--- src/rtl/instruction_fetch_module.sv ---
// ---------------------------------------------------------------------------
// instruction_fetch_module
//
// Instruction fetch stage of the pipelined RISC. Owns the program counter,
// talks to instruction memory over a req/ack handshake and loads the IF/DOF
// pipeline register (PC_1, IR, IR_valid) consumed by decoder_fetch_module.
//
// Ports:
//   CLK        in   clock, rising-edge active
//   reset      in   asynchronous active-low reset
//   stall      in   hazard stall from DOF; IF/DOF register holds
//   MC         in   next-PC select: 00 seq, 01 BrA, 10 RAA, 11 seq
//   BrA        in   branch target
//   RAA        in   jump-register target
//   imem_req   out  instruction memory request
//   imem_addr  out  request address (stable until ack)
//   imem_ack   in   memory response, imem_rdata valid same cycle
//   imem_rdata in   fetched instruction
//   PC_1       out  fetched instruction address + 1
//   IR         out  fetched instruction (NOP for bubbles)
//   IR_valid   out  IR holds a real instruction
// ---------------------------------------------------------------------------
module instruction_fetch_module #(
  parameter int unsigned           PC_WIDTH = 16,
  parameter int unsigned           IR_WIDTH = 32,
  parameter logic [PC_WIDTH-1:0]   RESET_PC = '0,
  parameter logic [IR_WIDTH-1:0]   NOP      = '0
) (
  input  logic                CLK,
  input  logic                reset,
  input  logic                stall,
  input  logic [1:0]          MC,
  input  logic [PC_WIDTH-1:0] BrA,
  input  logic [PC_WIDTH-1:0] RAA,
  output logic                imem_req,
  output logic [PC_WIDTH-1:0] imem_addr,
  input  logic                imem_ack,
  input  logic [IR_WIDTH-1:0] imem_rdata,
  output logic [PC_WIDTH-1:0] PC_1,
  output logic [IR_WIDTH-1:0] IR,
  output logic                IR_valid
);

  typedef enum logic [1:0] {IDLE, FETCH, DRAIN, HOLD} state_t;

  state_t              state_q, state_d;
  logic [PC_WIDTH-1:0] pc_q, pc_d;
  logic [PC_WIDTH-1:0] tgt_q, tgt_d;
  logic [IR_WIDTH-1:0] buf_q, buf_d;
  logic [PC_WIDTH-1:0] buf_pc_q, buf_pc_d;
  logic [PC_WIDTH-1:0] pc1_q, pc1_d;
  logic [IR_WIDTH-1:0] ir_q, ir_d;
  logic                irv_q, irv_d;

  logic                redirect;
  logic [PC_WIDTH-1:0] target;
  logic [PC_WIDTH-1:0] pc_inc;

  assign redirect = (MC == 2'b01) || (MC == 2'b10);
  assign target   = MC[0] ? BrA : RAA;
  assign pc_inc   = pc_q + PC_WIDTH'(1);

  always_comb begin
    state_d  = state_q;
    pc_d     = pc_q;
    tgt_d    = tgt_q;
    buf_d    = buf_q;
    buf_pc_d = buf_pc_q;
    pc1_d    = pc1_q;
    ir_d     = ir_q;
    irv_d    = irv_q;
    imem_req = 1'b0;

    // Flush beats stall: every redirect cycle forces a bubble into IF/DOF.
    if (redirect) begin
      ir_d  = NOP;
      irv_d = 1'b0;
    end

    unique case (state_q)
      IDLE: begin
        state_d = FETCH;
        if (redirect) pc_d = target;
      end

      FETCH: begin
        imem_req = 1'b1;
        if (redirect) begin
          if (imem_ack) begin
            pc_d = target;
          end else begin
            // The outstanding request must complete before the redirect.
            tgt_d   = target;
            state_d = DRAIN;
          end
        end else if (imem_ack) begin
          pc_d = pc_inc;
          if (stall) begin
            buf_d    = imem_rdata;
            buf_pc_d = pc_q;
            state_d  = HOLD;
          end else begin
            ir_d  = imem_rdata;
            pc1_d = pc_inc;
            irv_d = 1'b1;
          end
        end else if (!stall) begin
          ir_d  = NOP;
          irv_d = 1'b0;
        end
      end

      DRAIN: begin
        imem_req = 1'b1;
        if (!stall) begin
          ir_d  = NOP;
          irv_d = 1'b0;
        end
        // A redirect arriving in the ack cycle itself is the latest one.
        if (redirect) tgt_d = target;
        if (imem_ack) begin
          pc_d    = redirect ? target : tgt_q;
          state_d = FETCH;
        end
      end

      HOLD: begin
        if (redirect) begin
          pc_d    = target;
          state_d = FETCH;
        end else if (!stall) begin
          ir_d    = buf_q;
          pc1_d   = buf_pc_q + PC_WIDTH'(1);
          irv_d   = 1'b1;
          state_d = FETCH;
        end
      end

      default: state_d = IDLE;
    endcase
  end

  always_ff @(posedge CLK or negedge reset) begin
    if (!reset) begin
      state_q  <= IDLE;
      pc_q     <= RESET_PC;
      tgt_q    <= '0;
      buf_q    <= NOP;
      buf_pc_q <= '0;
      pc1_q    <= '0;
      ir_q     <= NOP;
      irv_q    <= 1'b0;
    end else begin
      state_q  <= state_d;
      pc_q     <= pc_d;
      tgt_q    <= tgt_d;
      buf_q    <= buf_d;
      buf_pc_q <= buf_pc_d;
      pc1_q    <= pc1_d;
      ir_q     <= ir_d;
      irv_q    <= irv_d;
    end
  end

  assign imem_addr = pc_q;
  assign PC_1      = pc1_q;
  assign IR        = ir_q;
  assign IR_valid  = irv_q;

  a_addr_stable: assert property (
    @(posedge CLK) disable iff (!reset)
    (imem_req && !imem_ack) |=> $stable(imem_addr)
  );

endmodule

--- config.mk ---
export PLATFORM = sky130hd
export DESIGN_NAME = instruction_fetch_module
export DESIGN_NICKNAME = d
export VERILOG_FILES = /design/src/rtl/instruction_fetch_module.sv
export SDC_FILE = /design/constraint.sdc
export NUM_CORES = 1
export LEC_CHECK = 0
export BUFFER_PORTS_ARGS = -buffer_cell sky130_fd_sc_hd__buf_2
export CAP_MARGIN = 15
export CORE_MARGIN = 1
export CORE_UTILIZATION = 50
export DETAILED_ROUTE_END_ITERATION = 8
export GPL_ROUTABILITY_DRIVEN = 0
export GPL_TIMING_DRIVEN = 0
export PLACE_DENSITY_LB_ADDON = 0.08
export SYNTH_ARGS = -nofsm -noshare
export SYNTH_HDL_FRONTEND = slang
export SYNTH_SLANG_ARGS = --single-unit
--- constraint.sdc ---
create_clock -name CLK -period 5.55 [get_ports CLK]
set_input_delay 1.11 -clock CLK [delete_from_list [all_inputs] [get_ports CLK]]
set_output_delay 1.11 -clock CLK [all_outputs]
set_load 0.01 [all_outputs]
# After elaboration in Yosys (flattened, before gate mapping)
# Index checks and enable logic that the tools add are counted.
# word_totals
ff_bits	131
wordCells	81
# op_classes
n_addsub	2
eq_ne	18
n_mux	41
n_bitwise	1
n_reduce_logical	11
# op_table
cell	count
$mux 16	14
$mux 32	7
$pmux 32 s3	1
$pmux 16 s2	2
$pmux 16 s3	1
$add 16x1->16 const B	2
$ne 2x2->1 const B	8
$mux 2	7
$ne 3x3->1 const B	4
$pmux 2 s4	1
$mux 1	7
$eq 2x2->1 const B	3
$reduce_and 3->1	2
$reduce_and 6->1	1
$reduce_and 5->1	1
$eq 2x1->1 const B	2
$reduce_and 4->1	1
$reduce_bool 2->1	2
$reduce_or 2->1	2
$pmux 1 s3	1
$logic_not 2->1	1
$ne 2x1->1 const B	1
$logic_or 1x1->1	1
$not 1->1	1

# Logic depth before layout (Yosys ltp)
# Gate-level depths: netlist (run 1).
# logic_depth
depth_word	7
ltp_mapped	10

# Least setup slack after synthesis (run 1)
# OpenSTA, ideal clock, no wires.
# synth_path
kind	input to register
startpoint	input MC[0]
endpoint	register pc_q[7] (netlist: imem_addr[7])
arrival_ns	2.181
required_ns	5.424
slack_ns	3.243
path_stages	7
path_cell_list	buf_6 xor2_2 buf_6 buf_6 o211ai_2 o21ai_0 a221o_1
# synth_between
elab_chain_cells	5
elab_cells_between_ends	12
cone_classes	3 x eq/ne; 7 x mux; 2 x reduce/logical
# synth_rtl
item	line_no	source
start, declared	32	input logic [1:0] MC,
$eq 2x1->1 / $eq 2x2->1 (equally long branches)	59	assign redirect = (MC == 2'b01) || (MC == 2'b10);
$logic_or 1x1->1	59	
$mux 16	83, 128	
$mux 16	121	if (imem_ack) begin
$pmux 16 s3	80	unique case (state_q)
end signal, assigned	155	pc_q <= pc_d;
end, declared	47	logic [PC_WIDTH-1:0] pc_q, pc_d;
# Several ways; a longest one is shown, not always the timed one. The select of a mux whose other input is x is not followed.
# A chain may end at the register's enable or synchronous reset.

# Worst setup path after layout (run 1)
# layout_path
startpoint	register state_q[0]
endpoint	output imem_req
# layout_between
elab_chain_cells	3
elab_cells_between_ends	4
cone_classes	2 x eq/ne; 1 x mux; 1 x reduce/logical
# layout_rtl
item	line_no	source
start, declared	46	state_t state_q, state_d;
start signal, assigned	154	state_q <= state_d;
$eq 2x2->1 / $eq 2x1->1 (equally long branches)	80	
$reduce_or 2->1 (no source line) *	--	
$mux 1 *	80	
end, declared	35	output logic imem_req,
# Mark *: on every way between the ends. The rest lies on a longest branch, timed or not.

==> impl_metrics.toml, run 1 <==
[synth]
synth_edf_count = 0
yosysWarnings = 0
synth_most_common_cell = "dfrtp_1"
synth_top_area_share = 0.4591
synth_xor_area_frac = 0.03399
synth_top_flop_cell = "dfrtp_1"
synth_commonest_cells = "dfrtp_1, nand2_1, o21ai_0, mux2i_1, mux2_2"
synth_area_leaders = "dfrtp_1, mux2i_1, mux2_2, o21ai_0, a22oi_1"
synth_top_family_by_area = "compound AO/OA/AOI/OAI gates"
synth_compound_area_frac = 0.1817
syn_inst = 707
syn-cell-area_sq_mm = 0.007141
syn_nets = 783
ys_ff_latch = 131
yosys.area_share.simple = 0.1169
synth_cell_types = 54
muxShareOfSynthArea = 0.1484
synth_top_cell_by_area = "dfrtp_1"
synthArstFlopShare = 1.000
synth_fa_ha_area_frac = 0.01051
syn_avg_cell_area_sq_um = 10.10
seq_area_frac_synth = 0.4591

[setup_path]
critical_path.endpoint = "imem_req"
worst-setup-path-type = "reg2out"
critPathLaunchType = "flip-flop"
r2r_slack_ns = 3.36
r2r_start = "state_q[1]"
crit_required_ns = 4.44
startpoint = "state_q[0]"
cp_cell_sequence = "inv_1, ha_1, buf_2"
rr_endpoint = "PC_1[12]"
cp_slowest_cell = "dfrtp_1"
end_kind = "primary output"
slowest_delay_ns = 0.40
critical_path_arrival_ns = 1.40
reg2reg_depth = 8
path_max_fanout = 4

[cells_and_area]
fill_cells = 1178
diodes = 0
area_delta_synth_final_pct = 21.20
layout.nets = 935
post-route-util = 0.6235
drive_above_1_share = 0.2993

[pwr]
power.leakage_nw = 4.122
p_int_mw = 2.899
p_clk_frac = 0.234
pwr-share-comb = 0.417
vdd_drop_max_mv = 0.2545
cellPowerDensity_mw_per_mm2 = 553.1
p_seq_frac = 0.350
switching_share = 0.3944
switching_power_mw = 1.888

[timing]
max_freq_mhz = 399.1
worst_pin_slew_ns = 0.5865
slew_viol_final = 0
setup_viol = 0
min_period_ns = 2.506
fin_skew_ns = 0.005980
maxSlewHeadroom = 0.6090
finalCritPeriodShare = 0.4515
rsz0062_at_grt = "no"
finalHoldViolCount = 0
tns_ns = 0

[place]
dp_hpwl_mm = 13.97
portBuffers = 132

[global_route]
antenna_found_initial = 0
grt-ovfl-total = 0
grt_first_pass_wirelength_mm = 29.61
grt_pass1_vias = 5704
grt_usage = 0.2609
grt_max_degree = 77

[floorplanning]
die_w_um = 121.5
die_area_sq_mm = 0.01476
ios = 136
die_height_um = 121.5
num_rows = 43
start_util = 0.5144
core-area_sq_mm = 0.01388

[clock_tree]
worstSkewPairLatency_ns = 0.42
cts.sinks = 131
post_cts_resized = 0
post_cts_buffers = 0
cts-buffers-inserted = 17
cts_tree = "done"
htree_levels = 4
clockBufferDepth = 2
ctsHoldBuffers = 0
path_clk_slew_ns = 0.06
cts_root_buffer = "clkbuf_16"

[route]
dr.pass1.iters = 5
wl_mm = 18.42
drt_iter0_markers = 418
drc = 0
post_drt_wl_per_cell_um = 17.51
avgViaCountPerCell = 5.700
final_antenna_net_count = 0
vias = 5996

[worst_hold_path]
hold_path.class = "reg2reg"

[status]
outcome = "complete, no violations"

[flow_run]
cap_violations = 0
how the worst min path moves through the flow:
stage               cells past startpoint       from  slack, ns        end
floorplan                               1  buf_q[30]       0.48  buf_q[30]
global placement                        2     IR[14]       0.46     IR[14]
detailed placement                      2     IR[13]       0.47     IR[13]
CTS                                     2     IR[13]       0.48     IR[13]
global route                            2    PC_1[3]       0.49    PC_1[3]
finish                                  2   PC_1[14]       0.47   PC_1[14]
registers in the layout (all words and copies together) (netlist names):
name	cells
IR	32
IR_valid	1
PC_1	16
buf_pc_q	16
buf_q	32
imem_addr	16
state_q	2
tgt_q	16
final cells by class:
class                   instances  area, sq um  area share
clock buffers                  20        446.7     0.05161
flip-flops and latches        131         3278      0.3788
plain buffers                  57        322.8     0.03730
well taps                     180        225.2     0.02602
inverters                       8        30.03    0.003470
multi-input cells             511         3510      0.4055
clock inverters                12        147.6     0.01706
repair buffers                133        694.4     0.08024
power by group through the flow:
stage               sequential, mW  combinational (mW)  clock, mW
floorplan                     1.68                1.32          0
global placement              1.66                1.93          0
detailed placement            1.69                1.99          0
CTS                           1.67                2.00       1.14
global route                  1.73                2.20       1.18
finish                        1.67                1.99       1.12
worst max-delay path, delay by kind of cell, from the launching register on:
| kind | cells | cell delay [ns] |
|---|---|---|
| DFF | 1 | 0.40 |
| adders and majority gates | 1 | 0.34 |
| buffers and inverters | 2 | 0.23 |
layout by cell type, fill, tap and decap left out, types with 4 or more instances in the layout:
| master | Yosys | routed |
|---|---|---|
| inv_6 | 0 | 4 |
| ha_1 | 6 | 6 |
| and2_1 | 7 | 7 |
| buf_4 | 6 | 6 |
| o21ai_1 | 6 | 6 |
| o31ai_1 | 6 | 6 |
| clkinv_4 | 0 | 6 |
| inv_1 | 7 | 7 |
| nand4_1 | 10 | 10 |
| nand2_1 | 74 | 74 |
| o211ai_1 | 9 | 9 |
| a22oi_1 | 38 | 38 |
| dfrtp_1 | 131 | 131 |
| clkbuf_16 | 0 | 17 |
| buf_6 | 7 | 8 |
| and4_1 | 7 | 7 |
| clkbuf_1 | 17 | 19 |
| a21o_1 | 6 | 6 |
| o22ai_1 | 8 | 8 |
| nor2_1 | 43 | 43 |
| and3_1 | 5 | 5 |
| buf_2 | 26 | 157 |
| mux2i_1 | 53 | 53 |
| xor2_1 | 4 | 4 |
| nor3_1 | 7 | 7 |
| a21oi_1 | 32 | 32 |
| nand3_1 | 7 | 7 |
| xnor2_1 | 20 | 20 |
| a22o_1 | 7 | 7 |
| o21ai_0 | 70 | 70 |
| mux2_2 | 47 | 47 |
kinds of logic after synthesis:
family                     after synthesis
AOI/OAI and AO/OA                      205
muxes                                  100
DFF                                    131
xor gates and xnor gates                26
and+or+nand+nor                        174
buffers and inverters                   65
adders and majority gates                6
routing by layer:
layer,vias up,part of all wire,track usage
met5,-,0,0
li1,2861,-,-
met1,2913,0.47,0.3736
met4,0,0.012,0.08488
met3,18,0.058,0.04088
met2,204,0.46,0.4041
through the flow:
stage	cells	hold slack (ns)	setup slack, ns	power (mW)	instance area, sq um
finish	1052	0.4737	3.044	4.787	8655
CTS	1052	0.4802	3.055	4.805	8655
floorplan	707	0.4803	3.243	3.003	7141
detailed placement	1020	0.4660	2.976	3.674	8060
global route	1052	0.4940	2.990	5.112	8655
global placement	1019	0.4563	1.636	3.592	8026
No activity file was read; power rests on OpenSTA's default activity.
==> inputs of run 2 (changes only) <==
Clock period 5.55 ns to 2.06 ns, I/O delays scaled along.
==> run 2 against run 1 <==
Net effect: clock-buffer cell count stayed put; register-to-register slack worse by 3.3 ns; first-iteration DRC count is 20% higher; power grew to 2.8 times the previous value; wire length is 1.8% higher; core utilization is 1.4 points higher; clock skew is 0.0018 ns higher; hold slack worse by 0.23 ns; die area stayed put; via count is 0.87% higher.
==> impl_metrics.toml, run 2 (synthesized netlist as in run 1, its figures left out) <==
[status]
outcome = "complete, no violations"

[timing]
fin_skew_ns = 0.007786
maxSlewHeadroom = 0.6378
max_freq_mhz = 505.3
slew_viol_final = 0
finalHoldViolCount = 0
worst_pin_slew_ns = 0.5433
setup_viol = 0
tns_ns = 0
finalCritPeriodShare = 0.9607
fin_ws_ns = 0.08093
rsz0062_at_grt = "no"
min_period_ns = 1.979

[pwr]
vdd_drop_max_mv = 0.6861
p_int_mw = 7.990
pwr-share-comb = 0.429
switching_power_mw = 5.192
cellPowerDensity_mw_per_mm2 = 1490
switching_share = 0.3939
total_power_mw = 13.18
power.leakage_nw = 4.213
p_seq_frac = 0.342
p_clk_frac = 0.229

[flow_run]
cap_violations = 0

[cells_and_area]
area_delta_synth_final_pct = 23.87
drive_above_1_share = 0.3163
multiInputGateArea_sq_mm = 0.003556
stdcell_count = 1059
fill_cells = 1143
layout.nets = 942
sequential_cell_area_sq_mm = 0.003279
final_cell_mix = "buf_2, dfrtp_1, nand2_1"
final_common_cell = "buf_2"
diodes = 0

[clock_tree]
clockBufferDepth = 2
cts-buffers-inserted = 17
htree_levels = 4
path_clk_slew_ns = 0.06
cts_root_buffer = "clkbuf_16"
cts_tree = "done"
cts.sinks = 131
worstSkewPairLatency_ns = 0.42

[floorplanning]
die_area_sq_mm = 0.01476
num_rows = 43
die_w_um = 121.5
ios = 136
core-area_sq_mm = 0.01388
start_util = 0.5144
die_height_um = 121.5

[setup_path]
slowest_delay_ns = 0.42
crit_buf_inv = 4
r2r_start = "state_q[1]"
crit_family = "buffers and inverters"
cp_slowest_cell = "dfrtp_1"
cp_cell_sequence = "inv_2, ha_1, buf_4, and2_1, buf_6, nand3_4, buf_8, mux2_2"
worst-setup-path-type = "reg2reg"
critPathLaunchType = "flip-flop"
path_max_fanout = 10
end_kind = "flip-flop"
reg2reg_depth = 8
crit_required_ns = 2.36
r2r_slack_ns = 0.08
critical_path_arrival_ns = 2.28
rr_endpoint = "buf_q[1]"

[place]
placed_cells = 1020
dp_slack_ns = -0.1171
dp_hpwl_mm = 13.97
portBuffers = 132

[route]
final_antenna_net_count = 0
post_drt_wl_per_cell_um = 17.70
drc = 0
avgViaCountPerCell = 5.711
wl_mm = 18.75
vias = 6048
dr.pass1.iters = 5
drt_iter0_markers = 503

[worst_hold_path]
min_from = "imem_rdata[0]"
hold_path.class = "in2reg"
hold-path-endpoint = "buf_q[0]"
holdPathStages = 2

[global_route]
grt_usage = 0.2611
grt_max_degree = 77
antenna_found_initial = 0
grt_pass1_vias = 5711
grt_first_pass_wirelength_mm = 29.61
grt-ovfl-total = 0
==> run 2: worst max path at each step <==
stage | from | endpoint | slack [ns] | depth (start not counted)
final | state_q[1] | buf_q[1] | 0.08 | 8
after global routing | state_q[1] | IR[9] | 0.009 | 10
after CTS | state_q[1] | buf_pc_q[15] | 0.001 | 8
after detailed placement | state_q[1] | PC_1[12] | -0.12 | 8
after global placement | reset | IR[24] | -1.16 | 1
after floorplan | state_q[0] | imem_addr[7] | 0.22 | 6
==> run 2: repair_timing <==
| action | 4_1_cts | 5_1_grt |
|---|---|---|
| setup buffers | 0 | 4 |
| endpoints found under the setup margin | 76 | 116 |
| hold endpoints to repair | 55 | 0 |
| cloned | 0 | 2 |
| gates resized for setup | 10 | 42 |
| hold buffers | 1 | 0 |
| pin swaps | 0 | 3 |
==> run 2: cell type report <==
type,instances,share of cell area
Sequential cell,131,0.3708
Clock inverter,12,0.01669
Multi-Input combinational cell,512,0.4020
Inverter,8,0.003395
Clock buffer,20,0.05050
Buffer,57,0.04753
Timing Repair Buffer,139,0.08360
Tap cell,180,0.02546
==> run 2: power by group through the flow <==
stage	sequential [mW]	clock, mW	combinational (mW)
after floorplan	4.53	0	3.56
after global placement	4.47	0	5.21
after detailed placement	4.55	0	5.35
after CTS	4.50	3.07	5.42
after global routing	4.66	3.17	6.21
final	4.51	3.01	5.65
==> run 2: per-stage QoR <==
step	hold slack [ns]	cell area (sq um)	util
6_report	0.2400	8845	0.6372
5_1_grt	0.2359	8845	0.6372
4_1_cts	0.2270	8692	0.6262
3_5_place_dp	0.4177	8060	0.5807
3_3_place_gp	0.4563	8026	0.5782
2_1_floorplan	0.1164	7141	-
==> run 2: metal layers <==
metal | share of wire | up-vias | GRT usage
li1 | - | 2888 | -
met1 | 0.46 | 2919 | 0.3733
met2 | 0.47 | 219 | 0.4052
met3 | 0.059 | 22 | 0.04088
met4 | 0.012 | 0 | 0.08488
met5 | 0 | - | 0
==> inputs of run 3 (changes only) <==
Clock period 2.06 ns to 2 ns, I/O delays scaled along.
==> run 3 against run 2 <==
Net effect: wire length down 0.20%; core utilization is essentially flat; fmax is 2.7% higher; clock skew fell by 0.0010 ns; global-route usage about the same; critical path depth unchanged; critical endpoint is now buf_pc_q[12]; clock power rose by 3%; register-to-register slack about the same; worst setup slack lost 0.0071 ns; flip-flop and latch count unchanged; design area is essentially flat; critical path type unchanged.
==> impl_metrics.toml, run 3 (synthesized netlist as in run 1, its figures left out) <==
[setup_path]
cp_cell_sequence = "inv_2, ha_2, buf_6, and2_1, buf_6, nand3_4, buf_6, mux2_2"
cp_slowest_cell = "dfrtp_2"
crit_family = "buffers and inverters"
crit_buf_inv = 4
crit_required_ns = 2.30
end_kind = "flip-flop"
r2r_slack_ns = 0.07
worst-setup-path-type = "reg2reg"
path_max_fanout = 10
crit_path_frequent_cell = "buf_6"
critPathLaunchType = "flip-flop"
critical_path_arrival_ns = 2.22
slowest_delay_ns = 0.45

[floorplanning]
die_height_um = 121.5
die_area_sq_mm = 0.01476
core-area_sq_mm = 0.01388
start_util = 0.5144
ios = 136
num_rows = 43
die_w_um = 121.5

[global_route]
grt_max_degree = 77
grt_first_pass_wirelength_mm = 29.61
grt_pass1_vias = 5730
antenna_found_initial = 0
grt-ovfl-total = 0
grt_usage = 0.2610

[status]
outcome = "complete, no violations"

[flow_run]
cap_violations = 0

[pwr]
total_power_mw = 13.59
vdd_drop_max_mv = 0.7042
power.leakage_nw = 4.192
cellPowerDensity_mw_per_mm2 = 1537

[clock_tree]
htree_levels = 4
cts-buffers-inserted = 17
cts_tree = "done"
worstSkewPairLatency_ns = 0.42
cts.sinks = 131
cts_root_buffer = "clkbuf_16"
path_clk_slew_ns = 0.06
clockBufferDepth = 2

[timing]
maxSlewHeadroom = 0.6178
setup_viol = 0
rsz0062_at_grt = "yes"
holdWs_ns = 0.2313
worst_pin_slew_ns = 0.5733
fin_skew_ns = 0.006736
finalHoldViolCount = 0
finalCritPeriodShare = 0.9631
max_freq_mhz = 519.2
min_period_ns = 1.926
slew_viol_final = 0

[cells_and_area]
final_common_cell = "buf_2"
post-route-util = 0.6371
diodes = 0
layout.nets = 940
area_delta_synth_final_pct = 23.85
drive_above_1_share = 0.3181
final_cell_mix = "buf_2, dfrtp_1, nand2_1"

[place]
portBuffers = 132
dp_hpwl_mm = 13.97

[route]
post_drt_wl_per_cell_um = 17.70
final_antenna_net_count = 0
drc = 0
vias = 6039
avgViaCountPerCell = 5.713
drt_iter0_markers = 458
wl_mm = 18.71
dr.pass1.iters = 5

[worst_hold_path]
hold_path.class = "in2reg"
run 3: final cells by class:
class | count | area (sq um)
clock inverters | 12 | 147.6
inverters | 8 | 30.03
well taps | 180 | 225.2
plain buffers | 57 | 412.9
clock buffers | 20 | 446.7
flip-flops and latches | 131 | 3282
multi-input cells | 511 | 3561
fillers | 1153 | 5037
repair buffers | 138 | 738.2
run 3: stage by stage:
stage / setup TNS (ns) / cells / cell area, sq um / setup slack (ns)
CTS: -0.05487 / 1054 / 8762 / -0.008684
global placement: -159.74 / 1019 / 8026 / -1.204
detailed placement: -8.768 / 1020 / 8060 / -0.1771
global route: -0.04289 / 1057 / 8843 / -0.02210
finish: 0 / 1057 / 8843 / 0.07378
floorplan: 0 / 707 / 7141 / 0.1566
run 3: routing by layer:
metal / vias to the layer above / track usage / part of all wire
met1: 2957 / 0.3712 / 0.47
li1: 2873 / - / -
met4: 0 / 0.08488 / 0.0095
met5: - / 0 / 0
met2: 194 / 0.4066 / 0.47
met3: 15 / 0.04182 / 0.052
run 3: power by group:
| group | switching, mW | internal [mW] | leakage, nW |
|---|---|---|---|
| sequential | 0.904 | 3.77 | 1.63 |
| clock | 1.22 | 1.89 | 0.290 |
| combinational | 3.24 | 2.58 | 2.27 |
| total | 5.36 | 8.24 | 4.19 |
run 3: timing repair:
action	in CTS	in global routing
endpoints found under the setup margin	105	113
pin swaps	2	2
gates cloned	0	1
resized for setup	27	22
buffers inserted	1	2
hold endpoints to repair	55	0
hold buffers	1	0
run 3: worst paths after layout:
path                          startpoint  depth (start not counted)           end
max in group asynchronous          reset                          3     buf_q[21]
min reg2reg                      PC_1[0]                          2       PC_1[0]
min                        imem_rdata[7]                          2      buf_q[7]
max                           state_q[1]                          8  buf_pc_q[12]
max reg2reg                   state_q[1]                          8  buf_pc_q[12]
min in group asynchronous          reset                          2       PC_1[1]
run 3: worst reg2reg max path, delay by kind of cell, from the launching register on:
kind | cells | cell delay [ns]
flops | 1 | 0.45
mux | 1 | 0.28
buf+inv | 4 | 0.60
fa+ha+maj | 1 | 0.20
simple gates | 2 | 0.29
